[src/rtl/spi_arb_pkg.sv]
// Shared types and constants for the two-client SPI master arbiter.
// Holds the FSM state encoding, requester IDs and the timeout poison word.
// Imported by spi_arb and spi_arb_req_buf.
package spi_arb_pkg;

  typedef enum logic [1:0] {
    IDLE   = 2'd0,
    LAUNCH = 2'd1,
    WAIT   = 2'd2,
    DONE   = 2'd3
  } state_t;

  localparam logic ID_INERT = 1'b0;
  localparam logic ID_A2D   = 1'b1;

  // Returned to the client in place of real data when the master never answers.
  localparam logic [15:0] TMO_POISON = 16'hDEAD;

endpackage

[src/rtl/spi_arb_req_buf.sv]
// Per-client command buffer: one pending flag, one 16-bit command, sticky overrun.
// Latency: a request becomes visible as pend on the edge after the req pulse.
// No backpressure: a newer request overwrites an unserved one and flags ovrn.
module spi_arb_req_buf
  import spi_arb_pkg::*;
(
  input  logic        clk,
  input  logic        rst_n,
  input  logic        req,
  input  logic [15:0] cmd,
  input  logic        clr,
  output logic        pend,
  output logic [15:0] buf_cmd,
  output logic        ovrn
);

  // A request always wins over a same-cycle grant clear: the grant has already
  // taken the old command, so the new one stays pending and is not an overrun.
  always_ff @(posedge clk or negedge rst_n) begin
    if (!rst_n) begin
      pend    <= 1'b0;
      buf_cmd <= '0;
      ovrn    <= 1'b0;
    end else if (req) begin
      pend    <= 1'b1;
      buf_cmd <= cmd;
      if (pend && !clr) ovrn <= 1'b1;
    end else if (clr) begin
      pend <= 1'b0;
    end
  end

endmodule

[src/rtl/spi_arb.sv]
// Round-robin arbiter sharing one SPI master between the inertial and A2D clients.
// Latency: wrt rises two cycles after a req pulse on an idle arbiter; done_x one cycle after done.
// No backpressure: requests are buffered one deep; extra requests overwrite and set ovrn.
// Optional: define SPI_ARB_TMO_EN to abort a WAIT after TMO_CYCLES cycles with rd_x = 16'hDEAD.
module spi_arb
  import spi_arb_pkg::*;
#(
  parameter int unsigned TMO_CYCLES = 4096
) (
  input  logic        clk,
  input  logic        rst_n,
  input  logic        req_inert,
  input  logic [15:0] cmd_inert,
  output logic        done_inert,
  output logic [15:0] rd_inert,
  input  logic        req_a2d,
  input  logic [15:0] cmd_a2d,
  output logic        done_a2d,
  output logic [15:0] rd_a2d,
  output logic        wrt,
  output logic [15:0] cmd,
  input  logic        done,
  input  logic [15:0] rd_data,
  output logic        sel,
  output logic        busy,
  output logic [1:0]  ovrn,
  output logic        tmo_err
);

  state_t      state, state_nxt;
  logic        last_gnt;
  logic        grant;
  logic        win;
  logic        capture;
  logic        tmo_hit;
  logic        pend_inert, pend_a2d;
  logic [15:0] buf_inert, buf_a2d;

  spi_arb_req_buf u_buf_inert (
    .clk     (clk),
    .rst_n   (rst_n),
    .req     (req_inert),
    .cmd     (cmd_inert),
    .clr     (grant && (win == ID_INERT)),
    .pend    (pend_inert),
    .buf_cmd (buf_inert),
    .ovrn    (ovrn[0])
  );

  spi_arb_req_buf u_buf_a2d (
    .clk     (clk),
    .rst_n   (rst_n),
    .req     (req_a2d),
    .cmd     (cmd_a2d),
    .clr     (grant && (win == ID_A2D)),
    .pend    (pend_a2d),
    .buf_cmd (buf_a2d),
    .ovrn    (ovrn[1])
  );

`ifdef SPI_ARB_TMO_EN
  logic [12:0] tmo_cnt;

  // Cycle count within WAIT; zeroed while launching so each transaction starts fresh.
  always_ff @(posedge clk or negedge rst_n) begin
    if (!rst_n)                tmo_cnt <= '0;
    else if (state == LAUNCH)  tmo_cnt <= '0;
    else if (state == WAIT)    tmo_cnt <= tmo_cnt + 13'd1;
  end

  assign tmo_hit = (state == WAIT) && !done && (tmo_cnt == 13'(TMO_CYCLES - 1));
`else
  logic tmo_unused;
  assign tmo_unused = ^TMO_CYCLES;
  assign tmo_hit    = 1'b0;
`endif

  // State register.
  always_ff @(posedge clk or negedge rst_n) begin
    if (!rst_n) state <= IDLE;
    else        state <= state_nxt;
  end

  // Next state and grant decision; with both pending the client not served last wins.
  always_comb begin
    state_nxt = state;
    grant     = 1'b0;
    win       = ID_INERT;
    capture   = 1'b0;
    case (state)
      IDLE: begin
        if (pend_inert || pend_a2d) begin
          grant     = 1'b1;
          if (pend_inert && pend_a2d) win = ~last_gnt;
          else                        win = pend_a2d ? ID_A2D : ID_INERT;
          state_nxt = LAUNCH;
        end
      end
      LAUNCH: state_nxt = WAIT;
      WAIT: begin
        if (done) begin
          capture   = 1'b1;
          state_nxt = DONE;
        end else if (tmo_hit) begin
          state_nxt = DONE;
        end
      end
      DONE:    state_nxt = IDLE;
      default: state_nxt = IDLE;
    endcase
  end

  // Grant-time routing registers and response capture; sel/cmd move only on a grant.
  always_ff @(posedge clk or negedge rst_n) begin
    if (!rst_n) begin
      sel      <= ID_INERT;
      cmd      <= '0;
      last_gnt <= ID_A2D;
      rd_inert <= '0;
      rd_a2d   <= '0;
    end else begin
      if (grant) begin
        sel      <= win;
        cmd      <= (win == ID_A2D) ? buf_a2d : buf_inert;
        last_gnt <= win;
      end
      if (capture) begin
        if (sel == ID_A2D) rd_a2d   <= rd_data;
        else               rd_inert <= rd_data;
      end else if (tmo_hit) begin
        if (sel == ID_A2D) rd_a2d   <= TMO_POISON;
        else               rd_inert <= TMO_POISON;
      end
    end
  end

`ifdef SPI_ARB_TMO_EN
  // Sticky record that some transaction was abandoned.
  always_ff @(posedge clk or negedge rst_n) begin
    if (!rst_n)       tmo_err <= 1'b0;
    else if (tmo_hit) tmo_err <= 1'b1;
  end
`else
  assign tmo_err = 1'b0;
`endif

  assign wrt        = (state == LAUNCH);
  assign busy       = (state != IDLE);
  assign done_inert = (state == DONE) && (sel == ID_INERT);
  assign done_a2d   = (state == DONE) && (sel == ID_A2D);

endmodule

[config.mk]
export PLATFORM = sky130hd
export DESIGN_NAME = spi_arb
export DESIGN_NICKNAME = d
export VERILOG_FILES = /design/src/rtl/spi_arb_pkg.sv /design/src/rtl/spi_arb_req_buf.sv /design/src/rtl/spi_arb.sv
export SDC_FILE = /design/constraint.sdc
export NUM_CORES = 1
export LEC_CHECK = 0
export ABC_AREA = 0
export BUFFER_PORTS_ARGS = -buffer_cell sky130_fd_sc_hd__clkbuf_2
export CAP_MARGIN = 40
export CORE_ASPECT_RATIO = 0.5
export CORE_MARGIN = 4
export CORE_UTILIZATION = 51
export CTS_CLUSTER_SIZE = 8
export DETAILED_ROUTE_END_ITERATION = 8
export PLACE_DENSITY = 0.82
export SLEW_MARGIN = 20
export SYNTH_ARGS = -nofsm -noshare
export SYNTH_HDL_FRONTEND = slang
export SYNTH_SLANG_ARGS = --single-unit
[constraint.sdc]
create_clock -name clk -period 1.95 [get_ports clk]
set_clock_uncertainty 0.05 [all_clocks]
set_input_delay 0.0975 -clock clk [delete_from_list [all_inputs] [get_ports clk]]
set_output_delay 0.0975 -clock clk [all_outputs]
set_load 0.02 [all_outputs]
==> results.yml, run 1 <==
outcome:
  status: "complete, no violations"
sta:
  post-route-period-util_pct: 95.8
  max_freq_ghz: 0.536
  finalHoldViolations: 0
  setup_viol: 0
  min_period_ps: 1870
  worst_pin_slew_ps: 681
  finalMaxSlewViolations: 0
  timing.slew.headroom_pct: 54.6
  tns_ps: 0
synth:
  ys_ff_latch: 88
  syn_inst: 237
  synth_area_leaders: "dfrtp_1, mux2_2, a221o_1"
  syn_area_per_cell_um2: 15.0
  ys_seq_area_share_pct: 62.0
  synth_top_cell_by_area: "dfrtp_1"
  netlist.area_leader.share_pct: 61.2
  synth_nets: 294
  synth_cell_type_count: 32
  syn_area_um2: 3560
  yosysWarnings: 0
final_layout:
  fillers: 420
  area_growth_pct: 40.1
  layout.nets: 453
  layout-drive-gt1-share_pct: 50.6
  n_antenna_cell: 0
  utilization_pct: 74.1
floorplanning:
  std_cell_rows: 21
  die_w_um: 126
  core_area_um2: 6730
  die-area_um2: 8450
  die_h_um: 67.0
  start_util_pct: 52.9
  ios: 109
pwr:
  clkPwrFrac_pct: 23.9
  switching_share_pct: 35.9
  total_power_mw: 7.69
  p_int_mw: 4.93
  seqPwrFrac_pct: 37.4
  p_comb_share_pct: 38.8
  power_leakage_nw: 2.36
  ir_drop_mv: 0.582
  p_sw_mw: 2.76
  power.density_nw_per_um2: 1540
setup_path:
  worst-r2r-cell-count: 5
  timing.rr.end: "u_buf_a2d.ovrn$_DFFE_PN0P_"
  r2r_start: "state[0]$_DFFE_PN0P_"
  cp_max_fo: 8
  startpoint_type: "flip-flop"
  cp.arrival_ps: 2050
  endpoint_kind: "flip-flop"
  worstSetupPathType: "reg -> reg"
  rrSetupSlack_ps: 80
  setup.worst_path.end: "u_buf_a2d.ovrn$_DFFE_PN0P_"
  setup.worst_path.start: "state[0]$_DFFE_PN0P_"
  worstPathRequired_ps: 2130
global_route:
  grt_pass1_wl_mm: 13.6
  grt.overflow.total: 0
  antenna_found_initial: 0
  grt_max_degree: 54
  first_global_vias: 2715
  track_usage_pct: 21.2
cts:
  clockBufferDepth: 2
  cts.clk_slew.worst_paths_ps: 60
  root_buffer: "clkbuf_16"
  clk_latency_ps: 340
  cts_made_buffers: 9
  post-cts-setup-buffer-count: 0
  clock-sinks: 88
  cts_tree: "yes"
  htreeDepth: 3
detailed_routing:
  wl_mm: 8.35
  detail_route.wl_per_cell_um: 16.9
  drtIter0Drc: 165
  dr_total_vias: 2519
  detail-route-antenna-nets: 0
  vias_per_cell: 5.11
  drcViolationCount: 0
  firstDrtPassIters: 4
place:
  port_buffers: 107
  gp_congestion: 0.806
  place_hpwl_mm: 5.45
worst_hold_path:
  hp-class: "in -> reg"
flow_run:
  drv_cap: 0
-- cell type report --
cell class	instances	area, um^2	area share (%)
flip-flops and latches	88	2200	44.2
multi-input cells	129	1230	24.8
repair buffers	162	1090	21.8
clock buffers	11	243	4.87
well taps	92	115	2.31
clock inverters	5	80.1	1.61
inverters	6	22.5	0.452
-- worst min path at each step --
stage / startpoint / end / slack (ps) / cells past startpoint
6_report: done / state[0]$_DFFE_PN0P_ / 200 / 3
5_1_grt: done / state[0]$_DFFE_PN0P_ / 220 / 3
4_1_cts: done / state[0]$_DFFE_PN0P_ / 190 / 3
3_5_place_dp: rst_n / u_buf_inert.buf_cmd[14]$_DFFE_PN0P_ / 140 / 1
3_3_place_gp: rst_n / u_buf_inert.buf_cmd[1]$_DFFE_PN0P_ / 110 / 1
2_1_floorplan: rst_n / cmd[0]$_DFFE_PN0N_ / -250 / 0
-- per-layer routing --
metal	share of wire, %	vias to the layer above	GRT usage, %
met1	39	1258	23.0
met5	0	-	0
met4	1.6	0	7.62
met3	5.5	15	8.33
li1	-	1165	-
met2	54	81	38.6
-- cells in the final DEF, fill, tap and decap left out, types with 2 or more instances in the layout --
master,count
nand2_1,4
clkinvlp_4,2
inv_2,2
clkbuf_16,9
and2_1,14
ha_1,4
bufinv_16,2
o21ai_0,4
a31oi_1,3
inv_1,4
o21bai_1,2
dlygate4sd3_1,49
nor2_1,3
buf_4,6
clkbuf_2,106
mux2_2,64
o2111ai_1,3
a221o_1,13
dfrtp_1,87
-- cell usage after synthesis --
cell	instances
o21ai_0	4
nand2_1	4
o22a_1	1
a31o_2	1
nor2_1	3
o2111ai_1	3
inv_1	4
nor2_2	1
o21a_1	1
buf_6	3
o21bai_1	2
buf_2	6
inv_2	2
dfrtp_1	87
dfstp_2	1
and2_1	14
o21ai_1	1
or2_2	1
a221o_1	13
buf_4	5
mux2_2	64
a211oi_4	1
o32a_1	1
nand3_2	1
ha_1	4
and2_2	1
conb_1	1
a31oi_1	3
mux2_4	1
nor2b_1	1
a21o_1	1
nand3b_2	1
-- critical path, cell delays in order (launching register included) --
cell and delay, ps:
dfrtp_1 410, inv_1 110, ha_1 330, nand2_1 210, or2_2 380, a31o_2 260
-- flip-flops by register name, summed over array words and instances, names as in the netlist --
signal,count
u_buf_a2d.buf_cmd,16
u_buf_inert.ovrn,1
rd_a2d,16
cmd,16
u_buf_inert.pend,1
rd_inert,16
u_buf_a2d.pend,1
last_gnt,1
u_buf_inert.buf_cmd,16
u_buf_a2d.ovrn,1
state,2
sel,1
-- power by group through the flow --
| stage | Clock (mW) | Sequential, mW | Combinational [mW] |
|---|---|---|---|
| final | 1.84 | 2.87 | 2.98 |
| after global routing | 1.95 | 2.94 | 3.21 |
| after CTS | 1.86 | 2.87 | 2.98 |
| after detailed placement | 0 | 2.90 | 2.88 |
| after global placement | 0 | 2.84 | 2.78 |
| after floorplan | 0 | 3.42 | 1.38 |
-- cell families after synthesis --
| logic type | share of synthesized area (%) |
|---|---|
| other | 0.105 |
| buffers and inverters | 3.48 |
| DFF | 62.0 |
| and+or+nand+nor | 4.54 |
| muxes | 20.7 |
| adders and majority gates | 1.41 |
| AOI/OAI and AO/OA | 7.81 |
-- metrics by stage --
stage | hold slack, ps | instances | instance area (um^2) | setup WS [ps]
finish | 200 | 493 | 4980 | 82.7
global route | 223 | 493 | 4980 | -3.29
CTS | 187 | 493 | 4980 | 54.9
detailed placement | 138 | 428 | 4170 | 80.0
global placement | 113 | 428 | 4170 | 154
floorplan | -248 | 237 | 3560 | 296
-- timing repair --
| item | 4_1_cts | 5_1_grt |
|---|---|---|
| endpoints found under the setup margin | 0 | 13 |
| hold buffers | 49 | 0 |
| gates resized for setup | 0 | 1 |
| hold endpoints to repair | 115 | 0 |
(Power assumes the default switching activity.)
==> inputs of run 2 (changes only) <==
Settings changed: PLACE_DENSITY 0.82 to 0.91.
==> run 2 against run 1 <==
Combinational power hardly changed; hold slack better by 5.2 ps; fmax is 2.1% higher; core utilization is 0.76 points lower; die area stayed put; cell count is 0.61% lower; setup slack better by 39 ps; non-clock buffer count is 3 lower; flip-flop and latch count stayed put; sequential share of layout area is 0.46 points higher; highest routed layer unchanged.
==> results.yml, run 2 (synthesis results as in run 1) <==
place:
  dp_cells: 425
  place_hpwl_mm: 5.57
  gp_congestion: 0.811
  port_buffers: 107
  dp_slack_ps: 28.2
  place_area_um2: 4130
global_route:
  first_global_vias: 2863
  grt_pass1_wl_mm: 14.6
  grt.overflow.total: 0
  track_usage_pct: 22.7
  grt_max_degree: 55
  antenna_found_initial: 0
setup_path:
  timing.rr.end: "u_buf_a2d.ovrn$_DFFE_PN0P_"
  rrSetupSlack_ps: 120
  r2r_start: "state[0]$_DFFE_PN0P_"
  startpoint_type: "flip-flop"
  worstPathRequired_ps: 2120
  cp_max_fo: 8
  endpoint_kind: "flip-flop"
  cp.arrival_ps: 2000
  worstSetupPathType: "reg -> reg"
  worst-r2r-cell-count: 5
pwr:
  power.density_nw_per_um2: 1540
  power_leakage_nw: 2.34
  ir_drop_mv: 0.638
  total_power_mw: 7.58
final_layout:
  area_growth_pct: 38.7
  layout.nets: 450
  layout-drive-gt1-share_pct: 50.5
  fin_area_um2: 4930
  final_cell_mix: "clkbuf_2, dfrtp_1, mux2_2, dlygate4sd3_1, and2_1"
  utilization_pct: 73.3
  stdcell_count: 490
  n_antenna_cell: 0
  final_common_cell: "clkbuf_2"
flow_run:
  drv_cap: 0
detailed_routing:
  vias_per_cell: 5.33
  drtIter0Drc: 177
  wl_mm: 8.79
  detail-route-antenna-nets: 0
  detail_route.wl_per_cell_um: 17.9
  firstDrtPassIters: 4
  dr_total_vias: 2612
  drcViolationCount: 0
floorplanning:
  die-area_um2: 8450
  core_area_um2: 6730
  std_cell_rows: 21
  start_util_pct: 52.9
  die_w_um: 126
  die_h_um: 67.0
  ios: 109
worst_hold_path:
  worstHoldEndpoint: "state[0]$_DFFE_PN0P_"
  worstHoldStart: "done"
  hold_depth: 3
  hp-class: "in -> reg"
cts:
  cts.clk_slew.worst_paths_ps: 60
  root_buffer: "clkbuf_16"
  cts_tree: "yes"
  clockBufferDepth: 2
  post-cts-setup-buffer-count: 0
  clk_latency_ps: 340
  htreeDepth: 3
  cts_made_buffers: 9
  clock-sinks: 88
sta:
  finalHoldViolations: 0
  setup_viol: 0
  max_freq_ghz: 0.547
  timing.slew.headroom_pct: 56.2
  tns_ps: 0
  worst_pin_slew_ps: 657
  setup_ws_ps: 122
  finalMaxSlewViolations: 0
  min_period_ps: 1830
  holdWs_ps: 205
  post-route-period-util_pct: 93.8
outcome:
  status: "complete, no violations"
[run 2: what timing repair did]
action	CTS	global route
hold endpoints to repair	115	0
gates resized for setup	0	3
hold buffers	49	0
setup endpoints to repair	0	23
[run 2: worst max-delay path, stage by stage, from the launching register on]
cell	delay [ps]
dfrtp_1	410
inv_1	110
ha_2	300
nand2_1	210
or2_2	390
a31o_2	250
[run 2: where the power goes]
group          internal [mW]  switching [mW]  total [mW]
combinational           1.27            1.72        2.99
sequential              2.47           0.420        2.89
clock                   1.06           0.640        1.70
total                   4.80            2.78        7.58
[run 2: final cells by class]
class	instances	area, um^2
inverter	6	22.5
clock inverter	3	40.0
multi-input combinational	129	1240
sequential	88	2200
fill	441	1790
clock buffer	13	260
tap	92	115
timing repair buffer	159	1050
[run 2: routing by layer]
| layer | vias to the layer above | track usage (%) | routed length, um |
|---|---|---|---|
| li1 | 1162 | - | - |
| met1 | 1296 | 24.2 | 3260 |
| met2 | 120 | 41.5 | 4650 |
| met3 | 34 | 6.81 | 569 |
| met4 | 0 | 11.5 | 317 |
| met5 | - | 0 | 0 |
[run 2: how the worst max path moves through the flow]
stage                                      end  cells past startpoint                  from
global route            rd_a2d[12]$_DFFE_PN0P_                      4  state[0]$_DFFE_PN0P_
CTS                         cmd[6]$_DFFE_PN0N_                      5  state[0]$_DFFE_PN0P_
floorplan                 state[1]$_DFFE_PN0P_                      6  state[0]$_DFFE_PN0P_
detailed placement          cmd[6]$_DFFE_PN0N_                      5  state[0]$_DFFE_PN0P_
finish              u_buf_a2d.ovrn$_DFFE_PN0P_                      5  state[0]$_DFFE_PN0P_
global placement            cmd[4]$_DFFE_PN0N_                      5  state[0]$_DFFE_PN0P_
